--- config.mk ---
export PLATFORM = sky130hd
export DESIGN_NAME = present80_encrypt
export DESIGN_NICKNAME = d
export VERILOG_FILES = /design/src/rtl/present_pkg.sv /design/src/rtl/present_key_schedule.sv /design/src/rtl/present80_encrypt.sv
export SDC_FILE = /design/constraint.sdc
export NUM_CORES = 1
export LEC_CHECK = 0
export CAP_MARGIN = 5
export CELL_PAD_IN_SITES_DETAIL_PLACEMENT = 2
export CELL_PAD_IN_SITES_GLOBAL_PLACEMENT = 2
export CORE_MARGIN = 1.5
export CORE_UTILIZATION = 39
export DETAILED_ROUTE_END_ITERATION = 12
export PLACE_DENSITY = 0.87
export SLEW_MARGIN = 20
export SYNTH_ARGS = -nofsm -noshare
export SYNTH_HDL_FRONTEND = slang
export SYNTH_SLANG_ARGS = --single-unit
--- constraint.sdc ---
create_clock -name clk -period 10.7 [get_ports clk]
set_input_delay 1.605 -clock clk [delete_from_list [all_inputs] [get_ports clk]]
set_output_delay 1.605 -clock clk [all_outputs]
set_load 0.005 [all_outputs]
--- src/rtl/present_pkg.sv ---
// Shared PRESENT-80 definitions: widths, round count, S-box and pLayer helpers.
// Latency: n/a (constants and pure functions only).
// Backpressure: n/a.
package present_pkg;

  localparam int NUM_ROUNDS  = 31;
  localparam int BLOCK_WIDTH = 64;
  localparam int KEY_WIDTH   = 80;

  // 4-bit PRESENT S-box.
  function automatic logic [3:0] sbox(input logic [3:0] x);
    logic [3:0] y;
    case (x)
      4'h0: y = 4'hC;
      4'h1: y = 4'h5;
      4'h2: y = 4'h6;
      4'h3: y = 4'hB;
      4'h4: y = 4'h9;
      4'h5: y = 4'h0;
      4'h6: y = 4'hA;
      4'h7: y = 4'hD;
      4'h8: y = 4'h3;
      4'h9: y = 4'hE;
      4'hA: y = 4'hF;
      4'hB: y = 4'h8;
      4'hC: y = 4'h4;
      4'hD: y = 4'h7;
      4'hE: y = 4'h1;
      default: y = 4'h2;
    endcase
    return y;
  endfunction

  // S-box applied to all 16 nibbles of the state.
  function automatic logic [BLOCK_WIDTH-1:0] sbox_layer(input logic [BLOCK_WIDTH-1:0] x);
    logic [BLOCK_WIDTH-1:0] y;
    y = '0;
    for (int n = 0; n < BLOCK_WIDTH / 4; n++) begin
      y[4*n +: 4] = sbox(x[4*n +: 4]);
    end
    return y;
  endfunction

  // pLayer: bit i moves to (16*i) mod 63; bit 63 stays in place.
  function automatic logic [BLOCK_WIDTH-1:0] player(input logic [BLOCK_WIDTH-1:0] x);
    logic [BLOCK_WIDTH-1:0] y;
    y = '0;
    for (int i = 0; i < BLOCK_WIDTH - 1; i++) begin
      y[(16 * i) % 63] = x[i];
    end
    y[BLOCK_WIDTH-1] = x[BLOCK_WIDTH-1];
    return y;
  endfunction

endpackage

--- src/rtl/present_key_schedule.sv ---
// PRESENT-80 key update: rotate left 61, S-box on top nibble, xor round counter.
// Latency: combinational, zero cycles.
// Backpressure: none; output follows inputs.
// Ports: masterkey_i (current round key register), round_i (5-bit round
// counter), next_key_o (key register value for the following round).
module present_key_schedule
  import present_pkg::*;
(
  input  logic [KEY_WIDTH-1:0] masterkey_i,
  input  logic [4:0]           round_i,
  output logic [KEY_WIDTH-1:0] next_key_o
);

  logic [KEY_WIDTH-1:0] k;

  always_comb begin
    k          = {masterkey_i[18:0], masterkey_i[79:19]};
    k[79:76]   = sbox(k[79:76]);
    k[19:15]   = k[19:15] ^ round_i;
    next_key_o = k;
  end

endmodule

--- src/rtl/present80_encrypt.sv ---
// Iterative PRESENT-80 encryption, one round per clock, operands loaded under reset.
// Latency: ready rises on the 31st rising edge after the last reset edge.
// Backpressure: none; result is held until the next reset.
// Ports: clk, reset (sync, active-high, loads operands), plaintext[63:0],
// key[79:0], ready (ciphertext valid), ciphertext[63:0].
module present80_encrypt
  import present_pkg::*;
(
  input  logic                   clk,
  input  logic                   reset,
  input  logic [BLOCK_WIDTH-1:0] plaintext,
  input  logic [KEY_WIDTH-1:0]   key,
  output logic                   ready,
  output logic [BLOCK_WIDTH-1:0] ciphertext
);

  logic [BLOCK_WIDTH-1:0] data_q, data_d;
  logic [KEY_WIDTH-1:0]   key_q, key_d;
  logic [5:0]             round_q, round_d;
  logic                   ready_q, ready_d;
  logic [BLOCK_WIDTH-1:0] ct_q, ct_d;

  logic [BLOCK_WIDTH-1:0] perm_data;
  logic [KEY_WIDTH-1:0]   next_key;

  present_key_schedule u_key_schedule (
    .masterkey_i (key_q),
    .round_i     (round_q[4:0]),
    .next_key_o  (next_key)
  );

  // One full round: addRoundKey, sBoxLayer, pLayer.
  assign perm_data = player(sbox_layer(data_q ^ key_q[79:16]));

  always_comb begin
    data_d  = data_q;
    key_d   = key_q;
    round_d = round_q;
    ready_d = ready_q;
    ct_d    = ct_q;
    if (!ready_q) begin
      data_d  = perm_data;
      key_d   = next_key;
      round_d = round_q + 6'd1;
      // On the last round the next key is K32, used for output whitening.
      if (round_q == 6'(NUM_ROUNDS)) begin
        ct_d    = perm_data ^ next_key[79:16];
        ready_d = 1'b1;
      end
    end
  end

  always_ff @(posedge clk) begin
    if (reset) begin
      data_q  <= plaintext;
      key_q   <= key;
      round_q <= 6'd1;
      ready_q <= 1'b0;
      ct_q    <= '0;
    end else begin
      data_q  <= data_d;
      key_q   <= key_d;
      round_q <= round_d;
      ready_q <= ready_d;
      ct_q    <= ct_d;
    end
  end

  assign ready      = ready_q;
  assign ciphertext = ct_q;

endmodule

======== Word-level counts from Yosys, hierarchy flattened ========
Memories as Yosys holds them, arrays and structs flattened. A register that Yosys moved wholly into a read port is not among the register bits.
Cells that the tools add are included.
word-level totals
  flip-flop bits (word level) ............. 215
  ROM bits ................................ 1088
  input port bits ......................... 146
  output and inout bits ................... 65
  word-level logic and storage cells ...... 37
  memories ................................ 17
operators by class
  add/subtract/negate cells ............... 1
  eq/ne operators ......................... 2
  muxes and demuxes ....................... 7
  bitwise operators ....................... 4
  reduce and logical (&&, ||, !) cells .... 1
memories
  name              depth  width  rd ports  clocked after memory_dff  wr ports  line               source
  (name not given)  16     4      1         0                         0         present_pkg.sv:13  case (x)
  (name not given)  16     4      1         0                         0         present_pkg.sv:13
  (name not given)  16     4      1         0                         0         present_pkg.sv:13
  (name not given)  16     4      1         0                         0         present_pkg.sv:13
  (name not given)  16     4      1         0                         0         present_pkg.sv:13
  (name not given)  16     4      1         0                         0         present_pkg.sv:13
  +11 memories      n/a    n/a    n/a       n/a                       n/a       n/a
operators by type and width
  cell                                                                   number
  80-bit two-way mux                                                     2
  64-bit two-way mux                                                     2
  64-bit XOR                                                             2
  6-bit by 1-bit adder with 6-bit output, second input constant          1
  6-bit by 5-bit equality test with 1-bit output, second input constant  1
  5-bit XOR                                                              1
  4-bit two-way mux                                                      1
  1-bit two-way mux                                                      2
  2-bit != test, second input constant                                   1
  2-bit AND reduction                                                    1
  1-bit inverter                                                         1

======== Longest topological paths before layout ========
  depth after elaboration ................. 4
  gate-level depth with buffers ........... 9

======== By module ========
From an unflattened synthesis, not the netlist that was laid out.
unflattened totals
  cells, all modules ...................... 1157
  area, all modules ....................... 13648.1 sq um
by module, submodules not included
  module                instances  cells an instance  area an instance (sq um)  seq. area each (sq um)
  present80_encrypt     1          1063               12886.1                   5745.5
  present_key_schedule  1          94                 762.0                     0.0

======== Least setup slack after synthesis ========
Ideal clock, no wire load.
  kind .................................... input -> register
  from .................................... in reset
  to ...................................... reg data_q[0], enable pin
  library setup time ...................... 0.529 ns
  arrival time ............................ 5.333 ns
  data required time ...................... 10.171 ns
  setup slack ............................. 4.838 ns
  cell stages on the path ................. 2
  path buffers ............................ 1
  cells stage by stage .................... clkbuf_1 nand2b_1
between the ends
  cells in the longest elaborated chain, start to end .. 1
RTL lines
  item                     line                     source
  from (decl)              present80_encrypt.sv:10  input logic reset,
  2-bit != test (no line)  n/a
  to (signal assigned)     present80_encrypt.sv:55  data_q <= plaintext;
  to (signal assigned)     present80_encrypt.sv:61  data_q <= data_d;
  to (decl)                present80_encrypt.sv:17  logic [BLOCK_WIDTH-1:0] data_q, data_d;
No other way between the ends.
A chain may end at the register's enable or synchronous reset.

======== Worst setup path in the final report ========
  from .................................... in reset
  to ...................................... reg, netlist name u_key_schedule.next_key_o[77]
between the ends
  cells in the longest elaborated chain, start to end .. 2
  elaborated cells between the ends (all ways) .. 3
RTL lines
  item
  2-bit != test (no line) / 80-bit two-way mux (equally long branches)
  4-bit two-way mux (no line) (*)
Mark *: on every way between the ends. The rest lies on a longest branch, timed or not.

==> flow_summary.yaml <==
status:
  status: "completed"
floorplan:
  core_um2: 32500
  die_x_um: 185
  start_util_pct: 39.7
  die_h_um: 185
  num_rows: 66
  dieArea_um2: 34200
  ios: 211
global_route:
  use_met2_pct: 47.7
  antenna_found_initial: 0
  gr-usage-met1_pct: 31.8
  grt_most_used_layer: "met2"
  overflow: 0
  grt_pass1_wl_um: 66800
  grt_use_total_pct: 26.4
  first_global_vias: 10800
  grt_max_degree: 108
  grtUsageMet3_pct: 3.44
sta:
  fmax_mhz: 224
  slew_viol_final: 0
  rsz0062_at_grt: "false"
  skew_ns: 0.0163
  relSlewSlack_pct: 32.5
  setup_viol: 0
  finalCritPeriodShare_pct: 41.8
  tns_ns: 0
  hold_viol: 0
  period_needed_ns: 4.47
  worst_pin_slew_ns: 1.01
synthesis:
  synth_top_area_cell: "edfxtp_1"
  synth_cell_type_count: 41
  netlist_area_um2: 12900
  synth_nets: 1334
  synth.area.top_cells: "edfxtp_1 (34%), dfxtp_1 (12%), mux2_2 (9.3%)"
  synth-edff-count: 144
  synth.top_cell.area_share_pct: 33.5
  synth.avg_cell_area_um2: 11.7
  ys.warnings.count: 0
  yosysSeqAreaShare_pct: 45.1
  async_flop_share_pct: 0
  syn_inst: 1102
  ys_ff_latch: 219
  synth-main-ff-cell: "edfxtp_1"
worst_setup_path:
  cp-end-kind: "flip-flop"
  cp-start-kind: "primary input"
  r2r-start: "round_q[0]"
  timing.rr.end: "ciphertext[44]"
  reg2regPathDepth: 7
  crit_fanout: 107
  required_ns: 11.10
  critPathArrivalTime_ns: 4.87
  path_class: "in -> reg"
  r2r_slack_ns: 7.62
drt:
  wl_um: 44500
  vias_per_cell: 5.34
  drtPass1Iterations: 5
  drt_iter0_drc: 526
  postRouteAntennaNets: 0
  drcViolationCount: 0
  wl_per_cell_um: 25.3
  num_vias: 9407
placed_design:
  io_buffers: 210
  gp_congestion: 0.807
  placed_cell_area_um2: 15400
  dp_hpwl_um: 31800
cts:
  ctsResizeCount: 0
  clk_path_buf_depth: 3
  cts_tree: "built"
  hold_buffers: 0
  clkLatencyLatePin_ns: 0.54
  clk_pin_slew_ns: 0.06
  cts_made_buffers: 26
  cts_sinks: 219
  cts_root_buf: "clkbuf_16"
  h-tree-depth: 1
  cts_post_setup_buffers_inserted: 0
power_and_ir_drop:
  peakVddDrop_uv: 136
  p_leak_nw: 6.45
  cellPowerDensity_nw_per_um2: 288
cells_and_area:
  drive_gt1_share_pct: 14.4
  fin_nets: 1531
  fin_area_um2: 16300
  fin_util_pct: 50.1
  nFillCells: 3150
  area_delta_synth_final_pct: 26.3
  antenna_cells: 0
worst_hold_path:
  hold_start: "ciphertext[11]"
  min_to: "ciphertext[11]"
  min_path_type: "reg -> reg"
  hold_path_depth: 2
run:
  cap_violations: 0
==> worst max-delay path by stage <==
stage	from	endpoint	slack, ns	depth (start not counted)
after floorplan	reset	data_q[0]	4.84	2
after global placement	reset	u_key_schedule.next_key_o[77]	5.80	6
after detailed placement	reset	u_key_schedule.next_key_o[77]	5.69	6
after CTS	reset	u_key_schedule.next_key_o[77]	6.22	6
after global routing	reset	u_key_schedule.next_key_o[77]	6.02	6
final	reset	u_key_schedule.next_key_o[77]	6.23	6
==> critical path: stages <==
cell	delay, ns
buf_8	0.50
buf_4	0.84
buf_4	0.92
mux2i_4	0.52
mux2i_1	0.27
o22ai_1	0.11
==> state kept, by name (all words and copies together), names as in the netlist <==
register,count
round_q,6
ciphertext,64
data_q,64
u_key_schedule.next_key_o,4
key_q,80
ready,1
==> per-layer routing <==
metal	share of wire [%]	vias to the layer above
met4	3.8	0
met1	41	4819
met5	0	-
li1	-	4246
met3	4.3	79
met2	51	263
==> synthesized netlist by cell type (all sizes together), types with 18 or more instances <==
| master | count |
|---|---|
| dfxtp | 75 |
| nand3 | 18 |
| ha | 86 |
| clkbuf | 19 |
| edfxtp | 144 |
| xor2 | 77 |
| nor2 | 37 |
| a21oi | 52 |
| a211oi | 20 |
| o21ai | 22 |
| mux2 | 108 |
| xnor2 | 57 |
| inv | 89 |
| buf | 28 |
| mux2i | 84 |
| nand2 | 87 |
==> cell families (layout without fill, tap and decap cells) <==
group,count (synthesis),after routing,share of synthesized area (%)
AND/OR/NAND/NOR,217,217,8.45
multiplexers,208,208,19.0
XOR/XNOR,134,134,10.3
adder cells (fa/ha/maj),86,86,8.34
buffers and inverters,136,352,4.19
AO/OA/AOI/OAI,102,102,4.60
flip-flops,219,219,45.1
==> where the power goes <==
part	internal [mW]	total (mW)	leakage (nW)	switching (mW)
registers	1.14	1.28	2.14	0.144
logic	0.979	2.49	3.88	1.51
clock network	0.552	0.925	0.429	0.373
==> cell usage in the layout, fill, tap and decap left out, types with 5 or more instances in the layout <==
master | Yosys | final
a211oi_1 | 16 | 16
a21oi_1 | 52 | 52
buf_4 | 0 | 6
clkbuf_1 | 19 | 8
clkbuf_16 | 0 | 28
clkdlybuf4s50_1 | 0 | 209
dfxtp_1 | 75 | 75
edfxtp_1 | 144 | 144
ha_1 | 86 | 86
inv_1 | 89 | 89
mux2_2 | 107 | 107
mux2i_1 | 83 | 83
mux4_1 | 5 | 5
mux4_2 | 11 | 11
nand2_1 | 87 | 87
nand3_1 | 18 | 18
nand3b_1 | 16 | 16
nand4b_1 | 16 | 16
nor2_1 | 37 | 36
nor3_1 | 14 | 14
o21ai_0 | 22 | 22
or4_1 | 16 | 16
xnor2_1 | 55 | 55
xor2_1 | 63 | 63
xor2_2 | 11 | 11
==> area by class of cell <==
type | count | area [um^2] | area share, %
Tap cell | 442 | 553 | 3.39
Timing Repair Buffer | 216 | 2150 | 13.2
Inverter | 89 | 334 | 2.05
Clock inverter | 7 | 87.6 | 0.537
Sequential cell | 219 | 5830 | 35.7
Clock buffer | 40 | 786 | 4.82
Multi-Input combinational cell | 747 | 6560 | 40.2
==> per-stage QoR <==
| step | worst slack [ns] | cells | hold slack [ns] | power (mW) |
|---|---|---|---|---|
| 2_1_floorplan | 4.84 | 1102 | 0.448 | 2.82 |
| 6_report | 6.23 | 1760 | 0.466 | 4.70 |
| 4_1_cts | 6.22 | 1760 | 0.470 | 4.72 |
| 5_1_grt | 6.02 | 1760 | 0.487 | 4.94 |
| 3_3_place_gp | 5.80 | 1713 | 0.443 | 3.53 |
| 3_5_place_dp | 5.69 | 1713 | 0.460 | 3.70 |
Note: power is estimated with default switching activity, not from simulation.
